--- src/rtl/uart_rx.sv ---
// rtl/uart_rx.sv - 8N1 UART receiver with mid-bit sampling and frame error pulse
//
// Ports:
//   sclk      - system clock, all state changes on its rising edge
//   s_rst_n   - asynchronous active-low reset
//   rs232_rx  - asynchronous serial line, idle high, 1 start / 8 data LSB first / 1 stop
//   po_data   - last correctly received byte, held between po_flag pulses
//   po_flag   - one-cycle pulse, po_data valid in the same cycle
//   frame_err - one-cycle pulse when the stop bit is sampled low
//   rx_busy   - high while a frame is being received

module uart_rx #(
    parameter int BAUD_END = 5207,
    parameter int BAUD_M   = BAUD_END / 2 - 1
) (
    input  logic       sclk,
    input  logic       s_rst_n,
    input  logic       rs232_rx,
    output logic [7:0] po_data,
    output logic       po_flag,
    output logic       frame_err,
    output logic       rx_busy
);

    localparam int CW = $clog2(BAUD_END + 1);
    localparam logic [CW-1:0] BAUD_END_C = CW'(BAUD_END);
    localparam logic [CW-1:0] BAUD_M_C   = CW'(BAUD_M);

    logic          rx_r1;
    logic          rx_r2;
    logic          rx_r3;
    logic          rx_flag;
    logic [CW-1:0] baud_cnt;
    logic [3:0]    bit_cnt;
    logic [7:0]    shift_reg;
    logic          start_edge;
    logic          sample_pt;

    // Falling edge seen between the last two synchronizer stages while idle.
    assign start_edge = rx_r3 & ~rx_r2 & ~rx_flag;
    assign sample_pt  = rx_flag && (baud_cnt == BAUD_M_C);
    assign rx_busy    = rx_flag;

    always_ff @(posedge sclk or negedge s_rst_n) begin
        if (!s_rst_n) begin
            rx_r1     <= 1'b1;
            rx_r2     <= 1'b1;
            rx_r3     <= 1'b1;
            rx_flag   <= 1'b0;
            baud_cnt  <= '0;
            bit_cnt   <= 4'd0;
            shift_reg <= 8'h00;
            po_data   <= 8'h00;
            po_flag   <= 1'b0;
            frame_err <= 1'b0;
        end else begin
            rx_r1     <= rs232_rx;
            rx_r2     <= rx_r1;
            rx_r3     <= rx_r2;
            po_flag   <= 1'b0;
            frame_err <= 1'b0;

            if (start_edge) begin
                rx_flag <= 1'b1;
            end

            if (!rx_flag || baud_cnt == BAUD_END_C) begin
                baud_cnt <= '0;
            end else begin
                baud_cnt <= baud_cnt + 1'b1;
            end

            if (sample_pt) begin
                if (bit_cnt == 4'd0) begin
                    // A high start sample means the low was a glitch: drop back to idle.
                    if (rx_r3) begin
                        rx_flag  <= 1'b0;
                        baud_cnt <= '0;
                        bit_cnt  <= 4'd0;
                    end else begin
                        bit_cnt <= 4'd1;
                    end
                end else if (bit_cnt == 4'd9) begin
                    // Frame ends at the stop-bit midpoint so the next start edge is never missed.
                    rx_flag  <= 1'b0;
                    baud_cnt <= '0;
                    bit_cnt  <= 4'd0;
                    if (rx_r3) begin
                        po_data <= shift_reg;
                        po_flag <= 1'b1;
                    end else begin
                        frame_err <= 1'b1;
                    end
                end else begin
                    shift_reg <= {rx_r3, shift_reg[7:1]};
                    bit_cnt   <= bit_cnt + 4'd1;
                end
            end
        end
    end

endmodule

--- config.mk ---
export PLATFORM = sky130hd
export DESIGN_NAME = uart_rx
export DESIGN_NICKNAME = d
export VERILOG_FILES = /design/src/rtl/uart_rx.sv
export SDC_FILE = /design/constraint.sdc
export NUM_CORES = 1
export LEC_CHECK = 0
export ABC_AREA = 1
export CAP_MARGIN = 10
export CORE_ASPECT_RATIO = 1.4
export CORE_MARGIN = 2
export CORE_UTILIZATION = 40
export DETAILED_ROUTE_END_ITERATION = 7
export PLACE_DENSITY = 0.69
export SETUP_SLACK_MARGIN = 0.02
export SLEW_MARGIN = 30
export SYNTH_ARGS = -nofsm -noshare
export SYNTH_HDL_FRONTEND = slang
export SYNTH_SLANG_ARGS = --single-unit
--- constraint.sdc ---
create_clock -name sclk -period 1.9 [get_ports sclk]
set_input_delay 0.285 -clock sclk [delete_from_list [all_inputs] [get_ports sclk]]
set_output_delay 0.285 -clock sclk [all_outputs]
set_load 0.05 [all_outputs]
== Yosys cells after proc, flatten, opt, wreduce, memory -nomap -nowiden ==
Index checks and enable logic that the tools add are counted.

* Bits in registers: 39
* Input port bits: 3
* Output and inout port bits: 11
* Word-level logic and storage cells: 48

* Add/sub/neg operators: 2
* Equality and inequality tests: 3
* Muxes and demuxes: 21
* Bitwise gates (word level): 6
* Reduce and logical (&&, ||, !) cells: 6

{| class="wikitable"
|+ Operator list
! operator !! count
|-
| two-way mux 13 bit || 5
|-
| two-way mux 1 bit || 14
|-
| adder 13 x 1 -> 13 bit, second input constant || 1
|-
| == test 13 x 12 -> 1 bit, second input constant || 1
|-
| == test 13 bit, second input constant || 1
|-
| two-way mux 4 bit || 2
|-
| adder 4 x 1 -> 4 bit, second input constant || 1
|-
| == test 4 bit, second input constant || 1
|-
| zero test 4 bit || 1
|-
| inverter 1 bit || 4
|-
| AND reduction 4 bit || 1
|-
| AND reduction 3 bit || 1
|-
| bitwise AND 1 bit || 2
|-
| logical AND 1 bit || 1
|-
| zero test 1 bit || 1
|-
| logical OR 1 bit || 1
|}

== Longest topological paths before layout ==
Gate-level depths: netlist (run 1).

* Depth after elaboration: 7
* Gate-level depth with buffers: 10
* Mapped depth without buffers: 9

== Least setup slack after synthesis (run 1) ==
Ideal clock, no wire load.

* Kind: register to register
* Start point: register rx_flag, in the netlist rx_busy
* End point: register shift_reg[1]
* Library setup time: 116 ps
* Arrival: 1483 ps
* Data required time: 1784 ps
* Path slack: 301 ps
* Stages on the path, launching flop included: 9
* Path buffers: 1
* Clock period less this slack: 1599 ps
* Cell sequence: dfrtp_1 -> nand2_1 -> nor2_1 -> nand3_2 -> nor2_8 -> nand2_4 -> buf_6 -> nand2_1 -> nand2_1

* Word-level cells in the longest chain between the ends: 2

{| class="wikitable"
|+ RTL lines
! element !! RTL line !! source
|-
| from (decl) || 32 || <nowiki>logic rx_flag;</nowiki>
|-
| from (signal assigned) || 49 || <nowiki>rx_flag <= 1'b0;</nowiki>
|-
| from (signal assigned) || 64 || <nowiki>rx_flag <= 1'b1;</nowiki>
|-
| from (signal assigned) || 77 || <nowiki>rx_flag <= 1'b0;</nowiki>
|-
| logical AND 1 bit || 41 || <nowiki>assign sample_pt = rx_flag && (baud_cnt == BAUD_M_C);</nowiki>
|-
| AND reduction 3 bit (no source line) || n/a ||
|-
| to (signal assigned) || 95 || <nowiki>shift_reg <= {rx_r3, shift_reg[7:1]};</nowiki>
|-
| to (decl) || 35 || <nowiki>logic [7:0] shift_reg;</nowiki>
|}

Every way passes these cells.
A chain may end at the register's enable or synchronous reset.

== Worst setup path after layout (run 1) ==
* Start point: register po_data[5]
* End point: output po_data[5]

{| class="wikitable"
|+ RTL lines
! element !! RTL line !! source
|-
| from (decl) || 19 || <nowiki>output logic [7:0] po_data,</nowiki>
|-
| from (signal assigned) || 89 || <nowiki>po_data <= shift_reg;</nowiki>
|}

No word-level cell between the ends.

==> results of run 1 <==
[worst max-delay path by stage]
stage,endpoint,slack (ns),cells after the start,startpoint
after floorplan,shift_reg[1]$_DFFE_PN0P_,0.30,8,rx_busy$_DFF_PN0_
after global routing,baud_cnt[9]$_DFF_PN0_,0.10,9,baud_cnt[0]$_DFF_PN0_
after detailed placement,po_data[4]$_DFFE_PN0P_,0.26,9,baud_cnt[0]$_DFF_PN0_
final,po_data[5],0.14,1,po_data[5]$_DFFE_PN0P_
after CTS,rx_busy,0.05,1,rx_busy$_DFF_PN0_
after global placement,po_data[4]$_DFFE_PN0P_,0.29,9,baud_cnt[0]$_DFF_PN0_
[per-layer routing]
metal | global-route usage | part of all wire | vias to the layer above
met4 | 0.08103 | 0.026 | 0
li1 | - | - | 789
met5 | 0 | 0 | -
met3 | 0.02717 | 0.037 | 9
met1 | 0.1947 | 0.44 | 772
met2 | 0.2670 | 0.50 | 35
[layout by cell type, fill, tap and decap left out, drive strengths merged, types with 5 or more instances in the layout]
| cell | netlist | final |
|---|---|---|
| dfrtp | 36 | 36 |
| nor2 | 41 | 41 |
| nand2 | 70 | 70 |
| inv | 23 | 23 |
| ha | 5 | 5 |
| clkbuf | 0 | 6 |
| clkdlybuf4s50 | 0 | 11 |
| nand4 | 12 | 12 |
| o21ai | 8 | 8 |
| xor2 | 6 | 6 |
| nand3 | 22 | 22 |
[stage by stage]
step	area (um^2)	hold WS [ns]	std cells
floorplan	1977	-0.01059	238
global placement	2153	0.3459	312
detailed placement	2153	0.3496	312
CTS	2286	0.04686	320
global route	2288	0.06801	320
finish	2288	0.03644	320
[timing repair]
item | CTS | global route
resized for setup | 0 | 1
buffers inserted | 0 | 0
hold buffers | 0 | 0
endpoints found under the setup margin | 0 | 1
[final cells by class]
cell class              instances  area [um^2]
clock buffers                   6        72.57
repair buffers                 15        142.6
fillers                       481         2516
flip-flops and latches         39        979.7
clock inverters                 2        60.06
well taps                      64        80.08
inverters                      23        86.33
multi-input cells             171        867.1
[cell families (layout without fill, tap and decap cells)]
group	count (synthesis)	after routing	share of synthesized area
AOI/OAI and AO/OA	10	10	0.03101
xor gates and xnor gates	8	8	0.03544
adders and majority gates	5	5	0.03165
buffers and inverters	28	46	0.06583
DFF	39	39	0.4956
and+or+nand+nor	148	148	0.3405
[power by group through the flow]
stage | Combinational, W | Clock (W) | Sequential (W)
3_3_place_gp | 0.000338 | 0 | 0.00104
2_1_floorplan | 0.000288 | 0 | 0.00100
4_1_cts | 0.000343 | 0.000834 | 0.00102
5_1_grt | 0.000391 | 0.000869 | 0.00104
6_report | 0.000342 | 0.000819 | 0.00103
3_5_place_dp | 0.000339 | 0 | 0.00104
==> results.md, run 1 <==
- The number of vias per cell after detailed routing is 5.016.
- The share of the synthesized area in the top cell type is 0.4557.
- Of the total power, the share spent switching nets is 0.2855.
- The synthesized netlist cell count is 238.
- The gate family responsible for the most delay along the worst path is buffers and inverters.
- The routability-driven placement congestion ratio is 0.8463.
- The number of flip-flops in the largest register is 13.
- The transition time at the pin with the least slew margin is 0.4995 ns.
- The post-route worst setup slack is 0.1416 ns.
- The final-report max-slew violation count is 0.
- The endpoint identified for the worst register-to-register timing path is po_data[4]$_DFFE_PN0P_.
- The number of buffers added by the clock tree synthesis step is 5.
- After clock tree synthesis, the clock-pin slew on the worst setup and hold paths is 0.08 ns.
- The reported max-cap violation count is 0.
- When the netlist entered floorplanning its net count stood at 246.
- The first-pass detailed-route iteration total is 4.
- The ratio of cells with drive above 1 in the final layout is 0.1367.
- Clock skew on the completed layout was measured at 0.007445 ns.
- Based on the critical path, the design can be clocked at up to 568.7 MHz.
- The worst-case IR drop observed on VDD is 0.3320 mV.
- The clock sink count is 39.
- The power density normalized to cell area is 956.0 nW/um^2.
- In the synthesized netlist the dominant register cell turns out to be sky130_fd_sc_hd__dfrtp_1.
- The classification of the worst setup path is flop to output port.
- The number of global-route vias before repair is 1501.
- Across every metal layer, demand over resource in global routing totals 0.1584.
- The overall die width is 63.42 um.
- Averaged over all synthesized cells, the footprint is 8.306 um^2.
- The largest individual stage delay along the critical path comes from the cell sky130_fd_sc_hd__clkdlybuf4s50_1.
- The number of warnings printed during yosys synthesis is 0.
- The startpoint type of the worst setup path is a flop.
- The global-route wire length before repair is 6851 um.
- The depth of the worst register-to-register path is 9.
- At the worst endpoint, the arrival time is 1.47 ns.
- The number of DRC violations after detailed routing is 0.
- Measured against its own limit, the worst slew margin works out to 0.6659.
- The total of endpoints with negative setup slack in the final report is 0.
- The clock passes through at most 2 buffers.
- After floorplanning, the core was sized to cover 4805 um^2.
- TritonCTS built the clock tree.
- The top fanout value on the critical path is 2.
- The die covers 5529 um^2.
- The synthesized netlist contains 23 unique library cells.
- The remaining global-route overflow is 0.
- Setup repair after global routing left no endpoint under its margin.
- The detailed router placed 1605 vias in this run.
- For the final routed database, the setup TNS stands at 0 ns.
- The repair_antennas step left the layout with diodes totalling 0.
- sky130_fd_sc_hd__dfrtp_1 takes more of the synthesized area than any other cell.
- The net count of the finished layout is 263.
- The number of antenna violations at the first check in global routing is 0.
- Ranked by instance count, the synthesized netlist is headed by sky130_fd_sc_hd__nand2_1 (69), sky130_fd_sc_hd__dfrtp_1 (36), sky130_fd_sc_hd__nor2_1 (36).
- The most common cell in the synthesized netlist is sky130_fd_sc_hd__nand2_1.
- Summing every instance area after synthesis gives 1977 um^2.
- Of the synthesized area, sequential elements account for 0.4956.
- For this design the static power due to leakage is 1.142 nW.
- The fraction of power consumed by the clock network is 0.374.
- The share of the clock period used by the worst path is 0.9255.
- The type of destination of the critical path is an output port.
- The number of H-tree levels is 2.
- Of the total power, combinational logic draws 0.156.
- The HPWL after detailed placement is 2836 um.
- The die is 87.18 um tall.
- In this run the count of I/O pins placed on the die edge is 14.
- Summing internal, switching and leakage power gives 0.002188 W.
- The final critical delay including setup and external delays is 1.758 ns.
- Timing analysis after detailed placement gives a worst setup slack of 0.2571 ns.
- In this run the worst hold path is classified as input port to asynchronous set/reset pin.
- The switching power summed over all nets is 0.0006246 W.
- The mean routed wirelength per cell is 12.12 um.
- In this run the clock root is driven by a sky130_fd_sc_hd__clkbuf_8.
- The total buffers and inverters traversed by the critical path is 1.
- The data required time of the critical path is 1.62 ns.
- The fraction of power consumed by sequential logic is 0.469.
- Summed over all layers, the routed wires come to 3878 um.
- The count of endpoints failing hold in the final timing report is 0.
- The signed area change from the synthesized netlist to the final layout is 15.76%.
- The share of flip-flops with an asynchronous set or reset is 1.000.
- Walking the worst path, the cells encountered are clkdlybuf4s50_1.
- The post-synthesis register bit count is 39.
- The worst register-to-register path has a setup slack of 0.25 ns.
- In this run, the number of DRC markers left after iteration 0 of detailed routing was 154.
- The floorplan has 30 rows.
- At the end of the flow the core is filled with cells to 0.4763.
- The largest net degree at the start of global routing is 40.
- The starting utilization of the core area is 0.4115.
- The flow ran to the end, and the final reports show no timing, DRC or antenna violations.
- The number of input and output port buffers inserted is 13.
- Cell internal power was estimated by the tool at 0.001563 W.
- The clock reaches the later pin of the worst-skew pair after 0.29 ns.
- In the post-synthesis netlist, the biggest area contributors are sky130_fd_sc_hd__dfrtp_1 (46%), sky130_fd_sc_hd__nand2_1 (13%), sky130_fd_sc_hd__nor2_1 (6.8%), sky130_fd_sc_hd__nand3_1 (4.8%), sky130_fd_sc_hd__dfstp_2 (4.0%).
- The count of flip-flops with a built-in enable after synthesis is 0.
- The count of nets left with antenna violations once routing finished came out at 0.
- The largest single stage delay on the critical path is 0.81 ns.
- The startpoint of the lowest-slack register-to-register path is baud_cnt[0]$_DFF_PN0_.
No activity file was read; power rests on OpenSTA's default activity.
==> run 2: changes to the inputs <==
--- a/config.mk
+++ b/config.mk
@@ -10,6 +10,7 @@
 export CORE_ASPECT_RATIO = 1.4
 export CORE_MARGIN = 2
 export CORE_UTILIZATION = 40
+export CTS_CLUSTER_DIAMETER = 80
 export DETAILED_ROUTE_END_ITERATION = 7
 export PLACE_DENSITY = 0.69
 export SETUP_SLACK_MARGIN = 0.02
==> results of run 2 <==
The final DEF is identical to that of run 1; final timing and power are the same.
==> run 3: changes to the inputs <==
--- a/config.mk
+++ b/config.mk
@@ -11,8 +11,10 @@
 export CORE_MARGIN = 2
 export CORE_UTILIZATION = 40
 export CTS_CLUSTER_DIAMETER = 80
+export CTS_CLUSTER_SIZE = 24
 export DETAILED_ROUTE_END_ITERATION = 7
-export PLACE_DENSITY = 0.69
+export MAX_ROUTING_LAYER = met4
+export PLACE_DENSITY = 0.71
 export SETUP_SLACK_MARGIN = 0.02
 export SLEW_MARGIN = 30
 export SYNTH_ARGS = -nofsm -noshare
==> constraint.sdc (replaced) <==
create_clock -name sclk -period 1.6 [get_ports sclk]
set_input_delay 0.24 -clock sclk [delete_from_list [all_inputs] [get_ports sclk]]
set_output_delay 0.24 -clock sclk [all_outputs]
set_load 0.05 [all_outputs]
==> run 3 against run 2 <==
Net effect:
- wire length down 0.95%
- non-clock buffer count increased by 10
- sequential share of layout area is 0.89 points lower
- power up 13%
- highest routed layer unchanged
- core utilization grew 1.1 points
- largest cell class unchanged
- critical path type is now flop to flop
- final cell count increased by 3.1%
- register-to-register slack worse by 0.097 ns
- cell area increased by 2.2%
==> results.md, run 3 (synthesis results as in run 1) <==
- Result of the run: finished, final reports clean (unchanged).
- The die height is 87.18 um (unchanged).
- Top library cells by usage in the layout, fill and taps aside: sky130_fd_sc_hd__nand2_1 (67), sky130_fd_sc_hd__nor2_1 (36), sky130_fd_sc_hd__dfrtp_1 (35) (was sky130_fd_sc_hd__nand2_1 (69), sky130_fd_sc_hd__nor2_1 (36), sky130_fd_sc_hd__dfrtp_1 (36)).
- The power density normalized to cell area is 1056 nW/um^2 (was 956.0 nW/um^2).
- The antenna diode count is 0 (unchanged).
- The number of flip-flops in the largest register is 13 (unchanged).
- RSZ-0062 raised after global routing: yes (was no).
- The total detailed-routing wirelength is 3841 um (was 3878 um).
- The HPWL after detailed placement is 2901 um (was 2836 um).
- The reported max-cap violation count came to 0 (unchanged).
- The number of vias per cell after detailed routing is 4.891 (was 5.016).
- The routability-driven placement congestion ratio is 0.8816 (was 0.8463).
- The leading cell type in the layout, fill and taps excluded was sky130_fd_sc_hd__nand2_1 (unchanged).
- The total area of sequential cells is 980.9 um^2 (was 979.7 um^2).
- The number of buffers added by the clock tree synthesis step was 5 (unchanged).
- The remaining global-route overflow is 0 (unchanged).
- The number of I/O pins is 14 (unchanged).
- The cell area after layout was 2340 um^2 (was 2288 um^2).
- The number of DRC violations after detailed-routing iteration 0 is 96 (was 154).
- The overall die width was 63.42 um (unchanged).
- The CTS tree is yes (unchanged).
- The classification of the worst setup path is flop to flop (was flop to output port).
- The clock-pin transition on the worst setup and hold timing paths was 0.08 ns (about the same).
- The floorplan row count was 30 (unchanged).
- The share of the clock period used by the worst path is 0.9042.
- The area of the core was 4805 um^2 (unchanged).
- The number of global-route vias before repair is 1559 (was 1501).
- The maximum clock rate is 691.2 MHz.
- The class of the tightest hold or removal check is input port to flop (was input port to asynchronous set/reset pin).
- The global-route total usage across every layer is 0.1693 (was 0.1584).
- The depth of the worst register-to-register path came to 8 (was 9).
- The insertion delay of the later-clocked pin in the worst-skew pair came to 0.29 ns (about the same).
- The arrival time of the worst setup path came to 1.66 ns (was 1.47 ns).
- The final antenna-violating net count is 0 (unchanged).
- The worst hold path terminates at rx_r1$_DFF_PN1_.
- The global-route wire length before repair came to 7065 um (was 6851 um).
- The type of destination of the critical path is a flop (was output port).
- The startpoint of the lowest-slack register-to-register path is baud_cnt[0]$_DFF_PN0_ (unchanged).
- In this run the most critical hold path is launched from rs232_rx.
- The largest net degree at the start of global routing is 23 (was 40).
- The worst hold-check slack came to 0.3539 ns (was 0.03644 ns).
- The via count was 1614 (was 1605).
- The destination of the worst register-to-register timing path is baud_cnt[6]$_DFF_PN0_ (was po_data[4]$_DFFE_PN0P_).
- The worst clock skew came to 0.008713 ns (was 0.007445 ns).
- The total of endpoints with negative setup slack in the final report came to 0 (unchanged).
- The multi-input logic area is 877.1 um^2 (was 867.1 um^2).
- The final-report max-slew violation count is 0 (unchanged).
- The number of filler cells placed in the layout came to 508 (was 481).
- The worst setup slack for register-to-register paths is 0.15 ns (was 0.25 ns).
- The data required time of the critical path came to 1.82 ns (was 1.62 ns).
- The number of antenna violations at the first check in global routing is 0 (unchanged).
- The worst hold path depth is 1.
- The count of endpoints failing hold in the final timing report is 0 (unchanged).
- The startpoint type of the worst setup path is a flop (unchanged).
- The mean routed wirelength per cell was 11.64 um (was 12.12 um).
- The signed area change from the synthesized netlist to the final layout is 18.35% (was 15.76%).
- The number of DRC violations after detailed routing is 0 (unchanged).
- The ratio of cells with drive above 1 in the final layout was 0.2256 (was 0.1367).
- The number of buffers on the longest clock path was 2 (unchanged).
- The clock sink count was 39 (unchanged).
- The final-stage net count is 273 (was 263).
- The sum of negative setup slack is 0 ns (unchanged).
- The number of input and output port buffers inserted is 13 (unchanged).
- The transition time at the pin with the least slew margin is 0.4962 ns (was 0.4995 ns).
- The peak supply drop is 0.5058 mV (was 0.3320 mV).
- The post-detailed-placement cell area is 2185 um^2 (was 2153 um^2).
- The cell chosen for the clock root is sky130_fd_sc_hd__clkbuf_8 (unchanged).
- The top fanout value on the critical path is 6 (was 2).
- The relative slew slack is 0.6692 (was 0.6659).
- The final critical delay including setup and external delays is 1.447 ns.
- The first-pass detailed-route iteration total is 4 (unchanged).
- The number of H-tree levels is 2 (unchanged).
- The starting utilization of the core area was 0.4115 (unchanged).
- The leakage power was 1.212 nW (was 1.142 nW).
- The end-of-flow core utilization is 0.4870 (was 0.4763).
- The total power consumption of the routed design came to 0.002472 W (was 0.002188 W).
- The die outline area came to 5529 um^2 (unchanged).
## run 3: changes by cell type in the layout (fill, tap and decap cells not counted), moves of 2 or more
cell / delta
sky130_fd_sc_hd__nand2_2: +2
sky130_fd_sc_hd__buf_4: +19
sky130_fd_sc_hd__nand2_1: -2
sky130_fd_sc_hd__clkdlybuf4s50_1: -10
## run 3: worst max-delay path: stages, from the launching register on
cell and delay [ns]:
sky130_fd_sc_hd__dfrtp_1 0.38, sky130_fd_sc_hd__buf_4 0.15, sky130_fd_sc_hd__ha_1 0.20, sky130_fd_sc_hd__nand2_1 0.11, sky130_fd_sc_hd__nor2_1 0.06, sky130_fd_sc_hd__nand3_1 0.08
sky130_fd_sc_hd__nand2_1 0.08, sky130_fd_sc_hd__buf_4 0.17, sky130_fd_sc_hd__nor3_2 0.16
## run 3: area by class of cell
type	count	share of cell area
tap	64	0.03422
clock inverter	3	0.01872
sequential	39	0.4193
timing repair buffer	25	0.08663
multi-input combinational	171	0.3749
inverter	23	0.03690
clock buffer	5	0.02941
## run 3: power by group
group | internal (W) | leakage, nW | total, W | switching (W)
Combinational | 0.000177 | 0.639 | 0.000443 | 0.000266
Clock | 0.000464 | 0.0581 | 0.000821 | 0.000357
Sequential | 0.00108 | 0.515 | 0.00121 | 0.000131
## run 3: per-layer routing
layer  share of wire  track usage  vias up
li1                -            -      809
met1            0.43       0.1937      775
met2            0.52       0.2813       26
met3           0.032      0.04010        4
met4           0.019      0.07708        0
met5               0            -        -
## run 3: per-stage QoR
step / cells / setup WS [ns]
3_5_place_dp: 318 / 0.04853
2_1_floorplan: 238 / 0.1499
6_report: 330 / 0.1533
5_1_grt: 330 / 0.02251
4_1_cts: 327 / 0.04350
3_3_place_gp: 318 / 0.07989
## run 3: timing repair
item,in CTS,in global routing
hold endpoints to repair,18,0
hold buffers,1,0
buffers inserted,0,3
gates resized for setup,0,3
endpoints found under the setup margin,0,28
## run 3: worst max path at each step
stage	startpoint	to	slack (ns)	cells past startpoint
after CTS	baud_cnt[0]$_DFF_PN0_	po_data[3]$_DFFE_PN0P_	0.04	9
after global routing	baud_cnt[0]$_DFF_PN0_	po_data[6]$_DFFE_PN0P_	0.02	9
final	baud_cnt[0]$_DFF_PN0_	baud_cnt[6]$_DFF_PN0_	0.15	8
after detailed placement	baud_cnt[0]$_DFF_PN0_	po_data[7]$_DFFE_PN0P_	0.05	9
after floorplan	rx_busy$_DFF_PN0_	shift_reg[1]$_DFFE_PN0P_	0.15	8
after global placement	baud_cnt[0]$_DFF_PN0_	baud_cnt[0]$_DFF_PN0_	0.08	9
